<file path="src/rtl/arm_pkg.sv">
// Shared ARM pipeline definitions: field widths, ALU command encodings and the
// control-bundle layout that moves from ID to EXE.
package arm_pkg;

    localparam int SHIFT_OP_W = 12;
    localparam int IMM24_W    = 24;
    localparam int EXE_CMD_W  = 4;

    localparam logic [EXE_CMD_W-1:0] EXE_MOV = 4'b0001;
    localparam logic [EXE_CMD_W-1:0] EXE_MVN = 4'b1001;
    localparam logic [EXE_CMD_W-1:0] EXE_ADD = 4'b0010;
    localparam logic [EXE_CMD_W-1:0] EXE_ADC = 4'b0011;
    localparam logic [EXE_CMD_W-1:0] EXE_SUB = 4'b0100;
    localparam logic [EXE_CMD_W-1:0] EXE_SBC = 4'b0101;
    localparam logic [EXE_CMD_W-1:0] EXE_AND = 4'b0110;
    localparam logic [EXE_CMD_W-1:0] EXE_ORR = 4'b0111;
    localparam logic [EXE_CMD_W-1:0] EXE_EOR = 4'b1000;

    typedef struct packed {
        logic valid;
        logic mem_r_en;
        logic mem_w_en;
        logic wb_en;
        logic b;
        logic s;
    } ctrl_t;

    localparam int    CTRL_W      = $bits(ctrl_t);
    localparam ctrl_t CTRL_BUBBLE = ctrl_t'(6'b000000);

    // An empty slot carries no side effects, and a simultaneous read+write
    // request is treated as corrupt and dropped rather than guessed at.
    function automatic ctrl_t sanitize_ctrl(input ctrl_t c);
        ctrl_t r;
        if (!c.valid) begin
            r = CTRL_BUBBLE;
        end else begin
            r = c;
            if (c.mem_r_en && c.mem_w_en) begin
                r.mem_r_en = 1'b0;
                r.mem_w_en = 1'b0;
            end else begin
                r.mem_r_en = c.mem_r_en;
            end
        end
        return r;
    endfunction

endpackage

</file>
<file path="src/rtl/id_exe_reg_if.sv">
// ID->EXE pipeline bundle: stage-register inputs, outputs and the flush/freeze
// controls. The ID/hazard side is master, the pipeline register is slave.
interface id_exe_reg_if #(
    parameter int DATA_W = 32,
    parameter int REG_AW = 4
);
    import arm_pkg::*;

    logic                  flush;
    logic                  freeze;

    logic                  valid_in,         valid_out;
    logic [DATA_W-1:0]     pc_in,            pc_out;
    logic [DATA_W-1:0]     val_rn_in,        val_rn_out;
    logic [DATA_W-1:0]     val_rm_in,        val_rm_out;
    logic [SHIFT_OP_W-1:0] shift_operand_in, shift_operand_out;
    logic                  imm_in,           imm_out;
    logic [IMM24_W-1:0]    signed_imm24_in,  signed_imm24_out;
    logic [EXE_CMD_W-1:0]  exe_cmd_in,       exe_cmd_out;
    logic                  mem_r_en_in,      mem_r_en_out;
    logic                  mem_w_en_in,      mem_w_en_out;
    logic                  wb_en_in,         wb_en_out;
    logic                  b_in,             b_out;
    logic                  s_in,             s_out;
    logic [REG_AW-1:0]     dest_in,          dest_out;
    logic [REG_AW-1:0]     src1_in,          src1_out;
    logic [REG_AW-1:0]     src2_in,          src2_out;
    logic                  status_c_in,      status_c_out;

    modport master (
        output flush, freeze,
        output valid_in, pc_in, val_rn_in, val_rm_in, shift_operand_in, imm_in,
               signed_imm24_in, exe_cmd_in, mem_r_en_in, mem_w_en_in, wb_en_in,
               b_in, s_in, dest_in, src1_in, src2_in, status_c_in,
        input  valid_out, pc_out, val_rn_out, val_rm_out, shift_operand_out, imm_out,
               signed_imm24_out, exe_cmd_out, mem_r_en_out, mem_w_en_out, wb_en_out,
               b_out, s_out, dest_out, src1_out, src2_out, status_c_out
    );

    modport slave (
        input  flush, freeze,
        input  valid_in, pc_in, val_rn_in, val_rm_in, shift_operand_in, imm_in,
               signed_imm24_in, exe_cmd_in, mem_r_en_in, mem_w_en_in, wb_en_in,
               b_in, s_in, dest_in, src1_in, src2_in, status_c_in,
        output valid_out, pc_out, val_rn_out, val_rm_out, shift_operand_out, imm_out,
               signed_imm24_out, exe_cmd_out, mem_r_en_out, mem_w_en_out, wb_en_out,
               b_out, s_out, dest_out, src1_out, src2_out, status_c_out
    );

endinterface

</file>
<file path="src/rtl/pipe_reg.sv">
// Generic pipeline storage element: async reset, then synchronous clear,
// then load-enable; otherwise holds.
module pipe_reg #(
    parameter int W = 1
) (
    input  logic         clk,
    input  logic         rst,
    input  logic         en,
    input  logic         clr,
    input  logic [W-1:0] d,
    output logic [W-1:0] q
);

    // Priority: reset > clear > enable > hold.
    always_ff @(posedge clk or posedge rst) begin
        if (rst) begin
            q <= {W{1'b0}};
        end else if (clr) begin
            q <= {W{1'b0}};
        end else if (en) begin
            q <= d;
        end else begin
            q <= q;
        end
    end

endmodule

</file>
<file path="src/rtl/id_exe_reg.sv">
// ID/EXE pipeline register: flush inserts a bubble, freeze holds the stage,
// and every output comes straight from a flop.
module id_exe_reg
    import arm_pkg::*;
#(
    parameter int DATA_W = 32,
    parameter int REG_AW = 4
) (
    input  logic         clk,
    input  logic         rst,
    id_exe_reg_if.slave  bus
);

    localparam int OPER_W  = 3 * DATA_W;
    localparam int INSTR_W = SHIFT_OP_W + 1 + IMM24_W + EXE_CMD_W + 1;
    localparam int REGS_W  = 3 * REG_AW;

    ctrl_t              ctrl_raw_s;
    ctrl_t              ctrl_d_s;
    ctrl_t              ctrl_q_r;
    logic [OPER_W-1:0]  oper_q_r;
    logic [INSTR_W-1:0] instr_q_r;
    logic [REGS_W-1:0]  regs_q_r;
    logic               load_en_s;

    assign load_en_s  = ~bus.freeze;
    assign ctrl_raw_s = '{valid:    bus.valid_in,
                          mem_r_en: bus.mem_r_en_in,
                          mem_w_en: bus.mem_w_en_in,
                          wb_en:    bus.wb_en_in,
                          b:        bus.b_in,
                          s:        bus.s_in};
    assign ctrl_d_s   = sanitize_ctrl(ctrl_raw_s);

    pipe_reg #(.W(CTRL_W)) u_ctrl (
        .clk (clk), .rst (rst), .en (load_en_s), .clr (bus.flush),
        .d   (ctrl_d_s),
        .q   (ctrl_q_r)
    );

    pipe_reg #(.W(OPER_W)) u_oper (
        .clk (clk), .rst (rst), .en (load_en_s), .clr (bus.flush),
        .d   ({bus.pc_in, bus.val_rn_in, bus.val_rm_in}),
        .q   (oper_q_r)
    );

    pipe_reg #(.W(INSTR_W)) u_instr (
        .clk (clk), .rst (rst), .en (load_en_s), .clr (bus.flush),
        .d   ({bus.shift_operand_in, bus.imm_in, bus.signed_imm24_in,
               bus.exe_cmd_in, bus.status_c_in}),
        .q   (instr_q_r)
    );

    pipe_reg #(.W(REGS_W)) u_regs (
        .clk (clk), .rst (rst), .en (load_en_s), .clr (bus.flush),
        .d   ({bus.dest_in, bus.src1_in, bus.src2_in}),
        .q   (regs_q_r)
    );

    assign bus.valid_out    = ctrl_q_r.valid;
    assign bus.mem_r_en_out = ctrl_q_r.mem_r_en;
    assign bus.mem_w_en_out = ctrl_q_r.mem_w_en;
    assign bus.wb_en_out    = ctrl_q_r.wb_en;
    assign bus.b_out        = ctrl_q_r.b;
    assign bus.s_out        = ctrl_q_r.s;

    assign {bus.pc_out, bus.val_rn_out, bus.val_rm_out} = oper_q_r;
    assign {bus.shift_operand_out, bus.imm_out, bus.signed_imm24_out,
            bus.exe_cmd_out, bus.status_c_out} = instr_q_r;
    assign {bus.dest_out, bus.src1_out, bus.src2_out} = regs_q_r;

endmodule

</file>
<file path="src/flat_wrapper.sv">
// flat-port wrapper written by rule: the top's interface ports become plain ports
module id_exe_reg_flat import arm_pkg::*;
#(
    parameter int DATA_W = 32,
    parameter int REG_AW = 4
)
  (clk, rst, bus_flush, bus_freeze, bus_valid_in, bus_pc_in, bus_val_rn_in, bus_val_rm_in, bus_shift_operand_in, bus_imm_in, bus_signed_imm24_in, bus_exe_cmd_in, bus_mem_r_en_in, bus_mem_w_en_in, bus_wb_en_in, bus_b_in, bus_s_in, bus_dest_in, bus_src1_in, bus_src2_in, bus_status_c_in, bus_valid_out, bus_pc_out, bus_val_rn_out, bus_val_rm_out, bus_shift_operand_out, bus_imm_out, bus_signed_imm24_out, bus_exe_cmd_out, bus_mem_r_en_out, bus_mem_w_en_out, bus_wb_en_out, bus_b_out, bus_s_out, bus_dest_out, bus_src1_out, bus_src2_out, bus_status_c_out);
  id_exe_reg_if #(.DATA_W(DATA_W), .REG_AW(REG_AW)) bus_i ();
  input  logic clk;
  input  logic rst;
  input wire logic [$bits(bus_i.flush)-1:0] bus_flush;
  input wire logic [$bits(bus_i.freeze)-1:0] bus_freeze;
  input wire logic [$bits(bus_i.valid_in)-1:0] bus_valid_in;
  input wire logic [$bits(bus_i.pc_in)-1:0] bus_pc_in;
  input wire logic [$bits(bus_i.val_rn_in)-1:0] bus_val_rn_in;
  input wire logic [$bits(bus_i.val_rm_in)-1:0] bus_val_rm_in;
  input wire logic [$bits(bus_i.shift_operand_in)-1:0] bus_shift_operand_in;
  input wire logic [$bits(bus_i.imm_in)-1:0] bus_imm_in;
  input wire logic [$bits(bus_i.signed_imm24_in)-1:0] bus_signed_imm24_in;
  input wire logic [$bits(bus_i.exe_cmd_in)-1:0] bus_exe_cmd_in;
  input wire logic [$bits(bus_i.mem_r_en_in)-1:0] bus_mem_r_en_in;
  input wire logic [$bits(bus_i.mem_w_en_in)-1:0] bus_mem_w_en_in;
  input wire logic [$bits(bus_i.wb_en_in)-1:0] bus_wb_en_in;
  input wire logic [$bits(bus_i.b_in)-1:0] bus_b_in;
  input wire logic [$bits(bus_i.s_in)-1:0] bus_s_in;
  input wire logic [$bits(bus_i.dest_in)-1:0] bus_dest_in;
  input wire logic [$bits(bus_i.src1_in)-1:0] bus_src1_in;
  input wire logic [$bits(bus_i.src2_in)-1:0] bus_src2_in;
  input wire logic [$bits(bus_i.status_c_in)-1:0] bus_status_c_in;
  output wire logic [$bits(bus_i.valid_out)-1:0] bus_valid_out;
  output wire logic [$bits(bus_i.pc_out)-1:0] bus_pc_out;
  output wire logic [$bits(bus_i.val_rn_out)-1:0] bus_val_rn_out;
  output wire logic [$bits(bus_i.val_rm_out)-1:0] bus_val_rm_out;
  output wire logic [$bits(bus_i.shift_operand_out)-1:0] bus_shift_operand_out;
  output wire logic [$bits(bus_i.imm_out)-1:0] bus_imm_out;
  output wire logic [$bits(bus_i.signed_imm24_out)-1:0] bus_signed_imm24_out;
  output wire logic [$bits(bus_i.exe_cmd_out)-1:0] bus_exe_cmd_out;
  output wire logic [$bits(bus_i.mem_r_en_out)-1:0] bus_mem_r_en_out;
  output wire logic [$bits(bus_i.mem_w_en_out)-1:0] bus_mem_w_en_out;
  output wire logic [$bits(bus_i.wb_en_out)-1:0] bus_wb_en_out;
  output wire logic [$bits(bus_i.b_out)-1:0] bus_b_out;
  output wire logic [$bits(bus_i.s_out)-1:0] bus_s_out;
  output wire logic [$bits(bus_i.dest_out)-1:0] bus_dest_out;
  output wire logic [$bits(bus_i.src1_out)-1:0] bus_src1_out;
  output wire logic [$bits(bus_i.src2_out)-1:0] bus_src2_out;
  output wire logic [$bits(bus_i.status_c_out)-1:0] bus_status_c_out;
  assign bus_i.flush = bus_flush;
  assign bus_i.freeze = bus_freeze;
  assign bus_i.valid_in = bus_valid_in;
  assign bus_i.pc_in = bus_pc_in;
  assign bus_i.val_rn_in = bus_val_rn_in;
  assign bus_i.val_rm_in = bus_val_rm_in;
  assign bus_i.shift_operand_in = bus_shift_operand_in;
  assign bus_i.imm_in = bus_imm_in;
  assign bus_i.signed_imm24_in = bus_signed_imm24_in;
  assign bus_i.exe_cmd_in = bus_exe_cmd_in;
  assign bus_i.mem_r_en_in = bus_mem_r_en_in;
  assign bus_i.mem_w_en_in = bus_mem_w_en_in;
  assign bus_i.wb_en_in = bus_wb_en_in;
  assign bus_i.b_in = bus_b_in;
  assign bus_i.s_in = bus_s_in;
  assign bus_i.dest_in = bus_dest_in;
  assign bus_i.src1_in = bus_src1_in;
  assign bus_i.src2_in = bus_src2_in;
  assign bus_i.status_c_in = bus_status_c_in;
  assign bus_valid_out = bus_i.valid_out;
  assign bus_pc_out = bus_i.pc_out;
  assign bus_val_rn_out = bus_i.val_rn_out;
  assign bus_val_rm_out = bus_i.val_rm_out;
  assign bus_shift_operand_out = bus_i.shift_operand_out;
  assign bus_imm_out = bus_i.imm_out;
  assign bus_signed_imm24_out = bus_i.signed_imm24_out;
  assign bus_exe_cmd_out = bus_i.exe_cmd_out;
  assign bus_mem_r_en_out = bus_i.mem_r_en_out;
  assign bus_mem_w_en_out = bus_i.mem_w_en_out;
  assign bus_wb_en_out = bus_i.wb_en_out;
  assign bus_b_out = bus_i.b_out;
  assign bus_s_out = bus_i.s_out;
  assign bus_dest_out = bus_i.dest_out;
  assign bus_src1_out = bus_i.src1_out;
  assign bus_src2_out = bus_i.src2_out;
  assign bus_status_c_out = bus_i.status_c_out;
  id_exe_reg #(.DATA_W(DATA_W), .REG_AW(REG_AW)) u_core (.clk(clk), .rst(rst), .bus(bus_i));
endmodule
</file>
<file path="config.mk">
export PLATFORM = sky130hd
export DESIGN_NAME = id_exe_reg_flat
export DESIGN_NICKNAME = d
export VERILOG_FILES = /design/src/rtl/arm_pkg.sv /design/src/rtl/id_exe_reg_if.sv /design/src/rtl/pipe_reg.sv /design/src/rtl/id_exe_reg.sv /design/src/flat_wrapper.sv
export SDC_FILE = /design/constraint.sdc
export NUM_CORES = 1
export LEC_CHECK = 0
export ABC_AREA = 1
export CORE_ASPECT_RATIO = 1.1
export CORE_MARGIN = 8
export CORE_UTILIZATION = 30
export DETAILED_ROUTE_END_ITERATION = 10
export PLACE_DENSITY_LB_ADDON = 0.08
export SYNTH_ARGS = -nofsm -noshare
export SYNTH_HDL_FRONTEND = slang
export SYNTH_SLANG_ARGS = --single-unit
</file>
<file path="constraint.sdc">
create_clock -name clk -period 7.25 [get_ports clk]
set_input_delay 1.45 -clock clk [delete_from_list [all_inputs] [get_ports clk]]
set_output_delay 1.45 -clock clk [all_outputs]
set_load 0.03 [all_outputs]
</file>
==> results, run 1 <==
- The flow ran to the end, and the final reports show no timing, DRC or antenna violations.
- Row generation in the floorplan step produced 53 rows.
- The number of max-slew violations in the final report came to 0.
- In this run, post-CTS hold repair placed 0 buffers.
- When the netlist entered floorplanning its net count stood at 826.
- The core area is 0.0192 mm2.
- Summed over all failing endpoints, the final setup total negative slack is 0 ns.
- The portion of the post-synthesis area used by sequential elements is 66.5%.
- After clock tree synthesis, the clock-pin slew on the worst setup and hold paths is 0.06 ns.
- For this design the ratio of total power to cell area is 231 mW/mm2.
- Summed over all layers, the global routing overflow is 0.
- Of the total power, combinational logic draws 16.9%.
- The antenna cell count is 0.
- Measured along the x axis, the die boundary spans 149 um.
- In the final layout, the share of cells above drive strength 1 is 3.76%.
- Among all stages on the critical path, the largest delay is contributed by sky130_fd_sc_hd__nor2_4.
- The total count of hold-check failures in the final report is 0.
- Setup violations remaining at the end of the flow were counted as 0.
- The required time of the critical path is 7.60 ns.
- The total wirelength of the detailed-routed design is 19,800 um.
- The clock sink total is 156.
- Before antenna repair, the detailed router went through 7 iterations.
- STA classifies the critical path startpoint as an input port.
- The worst register-to-register path has a setup slack of 6.61 ns.
- The worst hold path belongs to the class flop to flop.
- The total number of vias is 5,161.
- The post-route non-filler standard cell count is 1,231.
- The internal portion of total power is 1.68 mW.
- The signal on the critical path passes through clkdlybuf4s50_1, nor2_4, buf_4, nand2_1, nand2_1.
- In this run, placement finished with an instance count of 1,199.
- The routed length per placed instance is 16.1 um.
- The terminus of the critical flop-to-flop path is u_core.u_instr.q[24].
- Routability-driven placement finished with a final weighted congestion of 0.747.
- The count of warnings emitted by yosys is 0.
- The number of cells on the worst reg-to-reg path is 2.
- The start point of the critical path is bus_flush.
- For this design the static power due to leakage is 4.89 nW.
- In the routed design, unresolved DRC markers number 0.
- The post-CTS resize count is 0.
- The number of buffer cells added on primary ports is 315.
- Measured against its own limit, the worst slew margin works out to 28.4%.
- In this run, the number of DRC markers left after iteration 0 of detailed routing was 288.
- Entering global routing, the biggest net connects 97 pins.
- Along the worst path, the maximum fanout reaches 56.
- The switching portion of total power is 26.2%.
- The fmax is 298 MHz.
- The mean cell area of the mapped netlist is 8.82 um2.
- Global routing used 16.2% of the available tracks.
- Between clock sinks in the finished design, the worst skew comes to 0 ns.
- The cell seen most often among critical-path stages is sky130_fd_sc_hd__nand2_1.
- The startpoint of the most critical register-to-register path is u_core.u_instr.q[24].
- The first-pass GRT wire length is 30,700 um.
- The category of the critical setup timing path is input port to flop.
- After detailed routing, the number of vias per cell comes to 4.19.
- Setup repair after global routing left no endpoint under its margin.
- Counting flops and latches in the post-synthesis netlist gives 156.
- The multi-input gate area in the final layout is 0.00179 mm2.
- The post-CTS setup repair buffer count is 0.
- In this run the count of I/O pins placed on the die edge is 316.
- Once the floorplan was initialized, standard cells occupied 30.6% of the core.
- The area of the die is 0.0243 mm2.
- The total clock buffers created by CTS is 17.
- The delay contributed by the slowest stage of the critical path is 0.87 ns.
- The die is 163 um tall.
- The actual slew at the worst max-slew pin is 1.07 ns.
- The initial antenna violation count came to 0.
- The CTS H-tree depth is 4.
- The half-perimeter wire length after placement is 14,200 um.
- The final cycle utilization of the critical path is 46.3%.
- The total number of nets in the final design is 1,131.
- The setup slack after layout is 3.90 ns.
- The via count of the first global-routing pass was 5,348.
- The mapped netlist covers 0.00587 mm2.
- The time the worst path needs with I/O delays and setup is 3.35 ns.
- For this design the total switching power over the nets is 595 uW.
- The utilization of the core after routing is 51.3%.
- The worst slack at placement is 3.44 ns.
- The number of nets still failing antenna checks after routing is 0.
- The maximum vdd ir drop is 0.170 mV.
- The proportion of power drawn by the clock network is 41.5%.
- At the worst endpoint, the arrival time is 3.70 ns.
- The tool flagged a number of max-cap violations equal to 0.
- The CTS tree is built.
- The clock insertion delay at the later pin of the skew report is 0.41 ns.
- Leaving out fill and tap cells, the most frequent cells in the layout are sky130_fd_sc_hd__nand2_1 (463), sky130_fd_sc_hd__clkdlybuf4s50_1 (315), sky130_fd_sc_hd__dfrtp_1 (156).
- Counting instances, the worst hold path has a depth of 2.
- The number of different library cells in the post-synthesis netlist is 9.
- The deepest clock path buffer count is 2.
- Compared with the post-synthesis result, the final layout area differs by 67.6%.
- The hold slack is 0.466 ns.
- Sequential cells burn 41.6% of the power.
- The type of element capturing the critical path is a flop.
- The clock root buffer is sky130_fd_sc_hd__clkbuf_16.
- Synthesis produced a netlist whose cell count is 666.
- After filler insertion, the fill cell instance count of the layout stands at 1,875.
- The most frequent standard cell in the layout excluding fill and tap cells is sky130_fd_sc_hd__nand2_1.
- The most critical setup path has its endpoint at u_core.u_oper.q[36].
- The combined flip-flop and latch cell area is 0.00390 mm2.
-- worst max-delay path, delay by kind of cell --
kind | cells | cell delay, ns
buffers and inverters | 2 | 1.14
AND/OR/NAND/NOR | 3 | 1.09
-- cell families after synthesis --
family,count (synthesis),share of synthesized area (%)
simple gates,472,30.3
flops,156,66.5
buf+inv,38,3.20
-- cells in the mapped netlist, drive strengths merged --
cell type  count  area, um2
nand2        463       1740
dfrtp        156       3900
buf           32        165
nand3          5       25.0
inv            4       15.0
nor2           4       17.5
clkbuf         2       7.51
-- registers in the layout, summed over array words and instances, names as in the netlist --
register / cells
u_core.u_ctrl.q: 6
u_core.u_oper.q: 96
u_core.u_regs.q: 12
u_core.u_instr.q: 42
-- layer usage --
metal / vias to the layer above / GRT usage (%) / share of wire [%]
li1: 2603 / - / -
met1: 2361 / 18.9 / 40
met3: 8 / 7.73 / 11
met4: 0 / 3.45 / 0.61
met5: - / 0 / 0
met2: 189 / 26.7 / 49
-- layout make-up --
cell class,instances,area share (%)
Tap cell,247,3.14
Multi-Input combinational cell,472,18.2
Sequential cell,156,39.7
Clock inverter,12,1.89
Timing Repair Buffer,320,32.4
Inverter,4,0.203
Clock buffer,20,4.44
-- stage by stage --
stage	instance area (um2)	total power, mW
detailed placement	9220	1.35
CTS	9840	2.31
finish	9840	2.27
global route	9840	2.37
global placement	9220	1.35
floorplan	5870	1.13
-- worst min-delay path by stage --
stage	endpoint	slack, ns	start
CTS	u_core.u_oper.q[25]	0.47	u_core.u_oper.q[25]
global route	u_core.u_instr.q[19]	0.49	u_core.u_instr.q[19]
detailed placement	u_core.u_oper.q[68]	0.46	u_core.u_oper.q[68]
finish	u_core.u_oper.q[13]	0.47	u_core.u_oper.q[13]
floorplan	u_core.u_oper.q[56]	0.65	u_core.u_oper.q[56]
global placement	u_core.u_instr.q[19]	0.45	u_core.u_instr.q[19]
-- power by group through the flow --
stage	Combinational [mW]	Clock (mW)	Sequential, mW
CTS	0.392	0.970	0.944
global placement	0.392	0	0.958
global route	0.414	1.01	0.949
finish	0.385	0.943	0.944
floorplan	0.0755	0	1.06
detailed placement	0.391	0	0.959
(Power assumes the default switching activity.)
==> run 2, diff against run 1 <==
- clock period: 7.25 -> 3.3 ns (I/O delays scaled with it)
==> run 2 against run 1 <==
Via count rose by 0.19%; clock power rose by 100%; core utilization rose by 0.14 points; power is 110% higher; critical path type is now flop to output port; worst hold slack better by 0.0011 ns; first-iteration DRC count rose by 4.9%; clock skew is the same; cell count about the same; clock-buffer cell count is 1 higher; largest cell class unchanged; sequential power increased by 120%; sequential cell count unchanged.
==> results, run 2 (same netlist as run 1, synthesis figures left out) <==
- The path category of the worst min-delay check is flop to flop.
- The relative max-transition margin is 51.5%.
- Counting instances, the worst hold path has a depth of 2.
- Dividing the detail-routed wire length by the instance count gives 16.0 um.
- The number of max-slew violations in the final report came to 0.
- The register with the most flip-flops in the layout has 96 of them.
- The most critical setup path has its startpoint at u_core.u_oper.q[47].
- In this run the number of H-tree levels came out at 4.
- The worst path in the final design needs a cycle of 2.16 ns, including I/O delays and setup.
- The number of gates resized after CTS was 0.
- Summed over all nets, the switching power comes to 1.32 mW.
- Net switching is 27.3% of the power.
- The via-per-instance ratio is 4.20.
- The first-pass GRT wire length is 30,000 um.
- The total clock buffers created by CTS is 17.
- In this run the clock root is driven by a sky130_fd_sc_hd__clkbuf_16.
- The number of placed I/O pins is 316.
- The initial antenna violation count is 0.
- The static leakage power is 4.89 nW.
- From bottom edge to top edge, the die measures 163 um.
- The die covers 0.0243 mm2.
- The floorplan has 53 rows.
- The cell type group with the largest total delay on the critical path is buffers and inverters.
- STA classifies the critical path startpoint as a flop.
- Walking the worst path, the cells encountered are clkdlybuf4s50_1.
- The worst register-to-register path ends at u_core.u_oper.q[29].
- The routed layout has 5,171 vias.
- The antenna cell count is 0.
- The flow ran to the end, and the final reports show no timing, DRC or antenna violations.
- The post-CTS setup repair buffer count is 0.
- The total count of hold-check failures in the final report is 0.
- Setup repair after global routing left no endpoint under its margin.
- The placer congestion estimate is 0.709.
- The clock sink total is 156.
- On the critical path, the stage with the largest delay is an instance of sky130_fd_sc_hd__clkdlybuf4s50_1.
- The share of final-layout standard cells stronger than drive strength 1 is 4.06%.
- The portion of total power attributed to sequential cells is 42.8%.
- The deepest clock path buffer count is 2.
- The internal portion of the total power is 3.52 mW.
- The required time of the critical path is 2.64 ns.
- Compared with the post-synthesis result, the final layout area differs by 68.0%.
- For the worst setup path, the data arrival time is 1.50 ns.
- Once placement completed, the tool counted placed cells totaling 1,200.
- The startpoint identified for the worst hold timing path is u_core.u_oper.q[16].
- The half-perimeter wire length after placement is 14,000 um.
- The clock transition at the registers of the reported paths is 0.06 ns.
- The most flop-heavy register is u_core.u_oper.q.
- STA classifies the critical path endpoint as an output port.
- The number of cells traversed by the worst register-to-register path is 2.
- The summed negative setup slack over all endpoints is 0 ns.
- In the layout the commonest cells are sky130_fd_sc_hd__nand2_1 (463), sky130_fd_sc_hd__clkdlybuf4s50_1 (315), sky130_fd_sc_hd__dfrtp_1 (156).
- Based on the critical path, the design can be clocked at up to 463 MHz.
- Leaving out fill and tap cells, the most frequent cell in the layout is sky130_fd_sc_hd__nand2_1.
- After filler insertion, the fill cell instance count of the layout stands at 1,858.
- The first-pass detailed-route iteration total is 7.
- The portion of total power attributed to combinational logic is 17.6%.
- Across the routed clock network, the largest skew measured is 0 ns.
- The utilization of the core after routing is 51.5%.
- The detailed router finished its first iteration with 302 violations.
- Setup violations remaining at the end of the flow were counted as 0.
- The category of the critical setup timing path is flop to output port.
- Once detail routing completed, the nets flagged for antenna violations numbered 0.
- The later pin in the worst-skew pair is clocked with a latency of 0.41 ns.
- Once the floorplan was initialized, standard cells occupied 30.6% of the core.
- Power spread over the standard cell area amounts to 490 mW/mm2.
- At the end of the flow, the number of nets in the layout was 1,132.
- Dividing the final minimum period by the clock period gives 65.4%.
- The remaining routing DRC violations is 0.
- The max-cap violation count is 0.
- The worst path buffer plus inverter count is 1.
- The actual slew at the worst max-slew pin is 0.727 ns.
- The maximum vdd ir drop is 0.327 mV.
- The via count of the first global-routing pass is 5,185.
- The path with the worst hold slack has its endpoint at u_core.u_oper.q[16].
- In this run the tool buffered the top-level ports with 315 buffer cells.
- Buffers inserted to repair hold after CTS numbered 0.
- The total wirelength of the detailed-routed design is 19,700 um.
- The largest registers in the layout are u_core.u_oper.q: 96 flops, u_core.u_instr.q: 42 flops, u_core.u_regs.q: 12 flops.
- The largest net degree at the start of global routing is 157.
- TritonCTS built the clock tree.
- The largest single stage delay on the critical path is 0.73 ns.
- Along the worst path, the maximum fanout reaches 2.
- The post-route non-filler standard cell count is 1,232.
- In this run, the clock network consumes 39.6% of the power.
- The die extent in x is 149 um.
- In the global route stage, overall resource usage came out at 15.9%.
- The region available for standard cell placement spans 0.0192 mm2.
- In this run the critical register-to-register path is launched from u_core.u_oper.q[29].
- The leftover overflow at the end of global routing is 0.
- The reg2reg setup slack is 2.66 ns.
==> run 2: changes by cell type in the layout (fill, tap and decap cells not counted), sizes merged <==
cell / previous run / this run
clkinvlp: 3 / 6
clkinv: 2 / 3
inv: 7 / 5
buf: 5 / 6
clkbuf: 20 / 21
bufinv: 4 / 1
==> run 2: layout make-up <==
| cell class | instances | area, um2 | area share [%] |
|---|---|---|---|
| clock buffer | 21 | 470 | 4.77 |
| clock inverter | 11 | 111 | 1.13 |
| sequential | 156 | 3900 | 39.6 |
| inverter | 4 | 18.8 | 0.190 |
| multi-input combinational | 472 | 1790 | 18.2 |
| tap | 247 | 309 | 3.13 |
| timing repair buffer | 321 | 3260 | 33.0 |
==> run 2: worst max path at each step <==
stage / to / slack [ns] / cells after the start
2_1_floorplan: u_core.u_ctrl.q[0] / 0.67 / 1
3_3_place_gp: u_core.u_oper.q[51] / 1.06 / 6
3_5_place_dp: u_core.u_ctrl.q[3] / 1.04 / 6
4_1_cts: bus_val_rn_out[15] / 1.10 / 1
5_1_grt: bus_val_rn_out[15] / 1.09 / 1
6_report: bus_val_rn_out[15] / 1.14 / 1
==> run 2: through the flow <==
stage          total power, mW  worst slack [ns]  instance area (um2)  hold WS, ns
2_1_floorplan             2.49             0.667                 5880        0.648
3_3_place_gp              2.97              1.06                 9290        0.452
3_5_place_dp              2.97              1.04                 9290        0.457
4_1_cts                   4.92              1.10                 9870        0.472
5_1_grt                   5.05              1.09                 9870        0.479
6_report                  4.84              1.14                 9870        0.467
==> run 2: routing by layer <==
layer	up-vias	part of all wire (%)	track usage [%]	routed length (um)
met2	191	49	26.9	9710
met3	12	9.1	6.03	1790
met5	-	0	0	0
met1	2356	40	18.3	7970
li1	2612	-	-	-
met4	0	1.1	4.96	223
==> run 2: power groups by stage <==
stage          Clock (mW)  Combinational (mW)  Sequential, mW
2_1_floorplan           0               0.166            2.32
3_3_place_gp            0               0.868            2.10
3_5_place_dp            0               0.869            2.11
4_1_cts              1.97               0.871            2.07
5_1_grt              2.05               0.914            2.08
6_report             1.91               0.853            2.07
==> run 2: worst min-delay path: cells and delay by family, from the launching register on <==
kind / cells / cell delay [ns]
simple gates: 2 / 0.09
flops: 1 / 0.34
==> run 3, diff against run 2 <==
- clock period: 3.3 -> 1.84 ns (I/O delays scaled with it)
==> run 3 against run 2 <==
Critical path depth stayed put; routed wire length is 1.6% higher; non-clock buffer count is 18 higher; highest routed layer unchanged.
==> results, run 3 (same netlist as run 1, synthesis figures left out) <==
- Setup repair after global routing left no endpoint under its margin.
- In this run the power density over the cells is 881 mW/mm2.
- After layout, the worst path uses 98.0% of the clock period.
- For this run, the total global-route usage over all layers was measured as 16.4%.
- The die extent in x is 149 um.
- The category of the critical setup timing path is flop to output port.
- The remaining routing DRC violations is 0.
- The critical-path maximum fanout is 2.
- The first-pass GRT wire length is 30,900 um.
- The initial antenna violation count is 0.
- The switching portion of total power is 25.8%.
- For the pin with the worst max-slew slack, the measured transition is 0.436 ns.
- The CTS H-tree depth is 4.
- The arrival time reported for the critical path endpoint is 1.44 ns.
- The cell type group with the largest total delay on the critical path is buffers and inverters.
- In the routed layout, each cell is associated on average with a via count of 4.24.
- The die covers 0.0243 mm2.
- The library cells used most frequently in the layout, excluding fill and tap cells, are sky130_fd_sc_hd__nand2_1 (463), sky130_fd_sc_hd__clkdlybuf4s50_1 (164), sky130_fd_sc_hd__dfrtp_1 (156).
- The routed length per placed instance is 16.0 um.
- Together, buffers and inverters on the worst path number 1.
- The static leakage power is 6.29 nW.
- The path category of the worst min-delay check is input port to asynchronous set/reset pin.
- The total power of the final layout is 8.99 mW.
- Buffers inserted during clock tree synthesis total 17.
- On the worst path, the slowest cell contributes a delay of 0.67 ns.
- The most frequent standard cell in the layout excluding fill and tap cells is sky130_fd_sc_hd__nand2_1.
- The layout filler cell count is 1,846.
- At the end of routability-driven placement, the weighted congestion stood at 0.751.
- The total count of hold-check failures in the final report is 0.
- After layout, the worst setup slack is 0.0368 ns.
- The deepest clock path buffer count is 2.
- The largest registers in the layout are u_core.u_oper.q: 96 flops, u_core.u_instr.q: 42 flops, u_core.u_regs.q: 12 flops.
- The antenna cell count is 0.
- For this block, the routed nets add up to 20,000 um of wire.
- The share of final-layout standard cells stronger than drive strength 1 is 5.59%.
- The max-cap violation count is 0.
- Setup violations remaining at the end of the flow were counted as 0.
- Clock latency on the worst-skew pair, taken at its later pin, is 0.41 ns.
- The fmax is 555 MHz.
- The leftover overflow at the end of global routing is 0.
- Buffers inserted to repair hold after CTS numbered 0.
- The combined flip-flop and latch cell area is 0.00390 mm2.
- The relative max-transition margin is 70.9%.
- STA classifies the critical path endpoint as an output port.
- Summing all multi-input logic gate instances after layout gives 0.00179 mm2.
- Summed over all nets, the switching power comes to 2.32 mW.
- In this run, post-CTS repair resized a total of 95 instances.
- The number of max-slew violations in the final report is 0.
- The core region is 0.0192 mm2.
- The hold slack is 0.425 ns.
- For this design, the sink count on the clock tree is 156.
- The clock transition at the registers of the reported paths is 0.06 ns.
- During I/O placement, the number of pins put on the boundary was 316.
- From bottom edge to top edge, the die measures 163 um.
- In the final design database the tool counted 1,150 nets.
- In this run the clock root is driven by a sky130_fd_sc_hd__clkbuf_16.
- The startpoint type of the worst setup path is a flop.
- The via count of the first global-routing pass was 5,475.
- The slowest stage of the critical path belongs to the cell sky130_fd_sc_hd__clkdlybuf4s50_1.
- Across the routed clock network, the largest skew measured is 0 ns.
- The worst slack at placement is 0.149 ns.
- The area added between synthesis and finish is 73.7%.
- The run finished with clean final reports.
- The portion of total power attributed to combinational logic is 16.7%.
- Entering global routing, the biggest net connects 79 pins.
- The design area is 0.0102 mm2.
- Data on the critical path is required at its endpoint by 1.47 ns.
- The total number of vias is 5,297.
- The post-CTS setup repair buffer count is 0.
- TritonCTS built the clock tree.
- The first-pass detailed-route iteration total is 5.
- Sequential cells account for 41.3% of the total power.
- In this run the remaining antenna-violating nets after routing total 0.
- The signal on the critical path passes through clkdlybuf4s50_1.
- The number of DRC markers in iteration 0 is 211.
- The HPWL after detailed placement is 14,900 um.
- Once the floorplan was initialized, standard cells occupied 30.6% of the core.
- The utilization of the core after routing is 53.2%.
- During placement, the flow inserted port buffers numbering 315.
- The proportion of power drawn by the clock network is 42.0%.
- The most flop-heavy register is u_core.u_oper.q.
- The placed instances occupy a cell area of 0.00955 mm2.
- The register with the most flip-flops in the layout has 96 of them.
- The routed design could run at a clock period as short as 1.80 ns.
- The floorplan has 53 rows.
- The maximum vdd ir drop is 0.586 mV.
- The internal portion of total power is 6.67 mW.
run 3: cell count changes in the layout (fill, tap and decap cells not counted):
cell | before | now
sky130_fd_sc_hd__buf_12 | 5 | 15
sky130_fd_sc_hd__buf_4 | 1 | 9
sky130_fd_sc_hd__bufinv_16 | 1 | 4
sky130_fd_sc_hd__clkbuf_1 | 1 | 2
sky130_fd_sc_hd__clkdlybuf4s50_1 | 315 | 164
sky130_fd_sc_hd__clkinvlp_4 | 6 | 3
sky130_fd_sc_hd__dlygate4sd2_1 | 0 | 95
sky130_fd_sc_hd__dlymetal6s2s_1 | 0 | 56
sky130_fd_sc_hd__inv_6 | 2 | 0
run 3: power groups by stage:
stage	registers (mW)	clock network, mW	logic [mW]
5_1_grt	3.73	4.03	1.62
3_3_place_gp	3.78	0	1.62
3_5_place_dp	3.78	0	1.62
4_1_cts	3.71	3.90	1.55
2_1_floorplan	4.16	0	0.298
6_report	3.71	3.77	1.50
run 3: path summary, 6_finish.rpt:
| path | startpoint | endpoint | slack, ns | cells past startpoint |
|---|---|---|---|---|
| max | u_core.u_oper.q[28] | bus_val_rm_out[28] | 0.04 | 1 |
| min reg2reg | u_core.u_instr.q[19] | u_core.u_instr.q[19] | 0.46 | 2 |
| min | rst | u_core.u_oper.q[53] | 0.42 | 3 |
| max reg2reg | u_core.u_oper.q[29] | u_core.u_oper.q[29] | 1.22 | 2 |
| max in group asynchronous | rst | u_core.u_oper.q[32] | 1.02 | 3 |
| min in group clk | u_core.u_instr.q[19] | u_core.u_instr.q[19] | 0.46 | 2 |
run 3: area by class of cell:
class | count | share of cell area, %
clock inverters | 9 | 1.58
flip-flops and latches | 156 | 38.3
clock buffers | 22 | 4.65
repair buffers | 339 | 34.7
multi-input cells | 472 | 17.6
well taps | 247 | 3.03
inverters | 4 | 0.184
run 3: stage by stage:
stage,std cells,setup TNS [ns]
after global routing,1249,0
after detailed placement,1218,0
after CTS,1249,0
after floorplan,666,-78.14
final,1249,0
after global placement,1218,0
run 3: layer usage:
| metal | global-route usage (%) | vias to the layer above | wire length [um] | share of wire, % |
|---|---|---|---|---|
| met2 | 28.2 | 182 | 10000 | 50 |
| met4 | 4.92 | 0 | 155 | 0.77 |
| met1 | 18.3 | 2466 | 8120 | 41 |
| met3 | 6.50 | 7 | 1700 | 8.5 |
| li1 | - | 2642 | - | - |
| met5 | 0 | - | 0 | 0 |
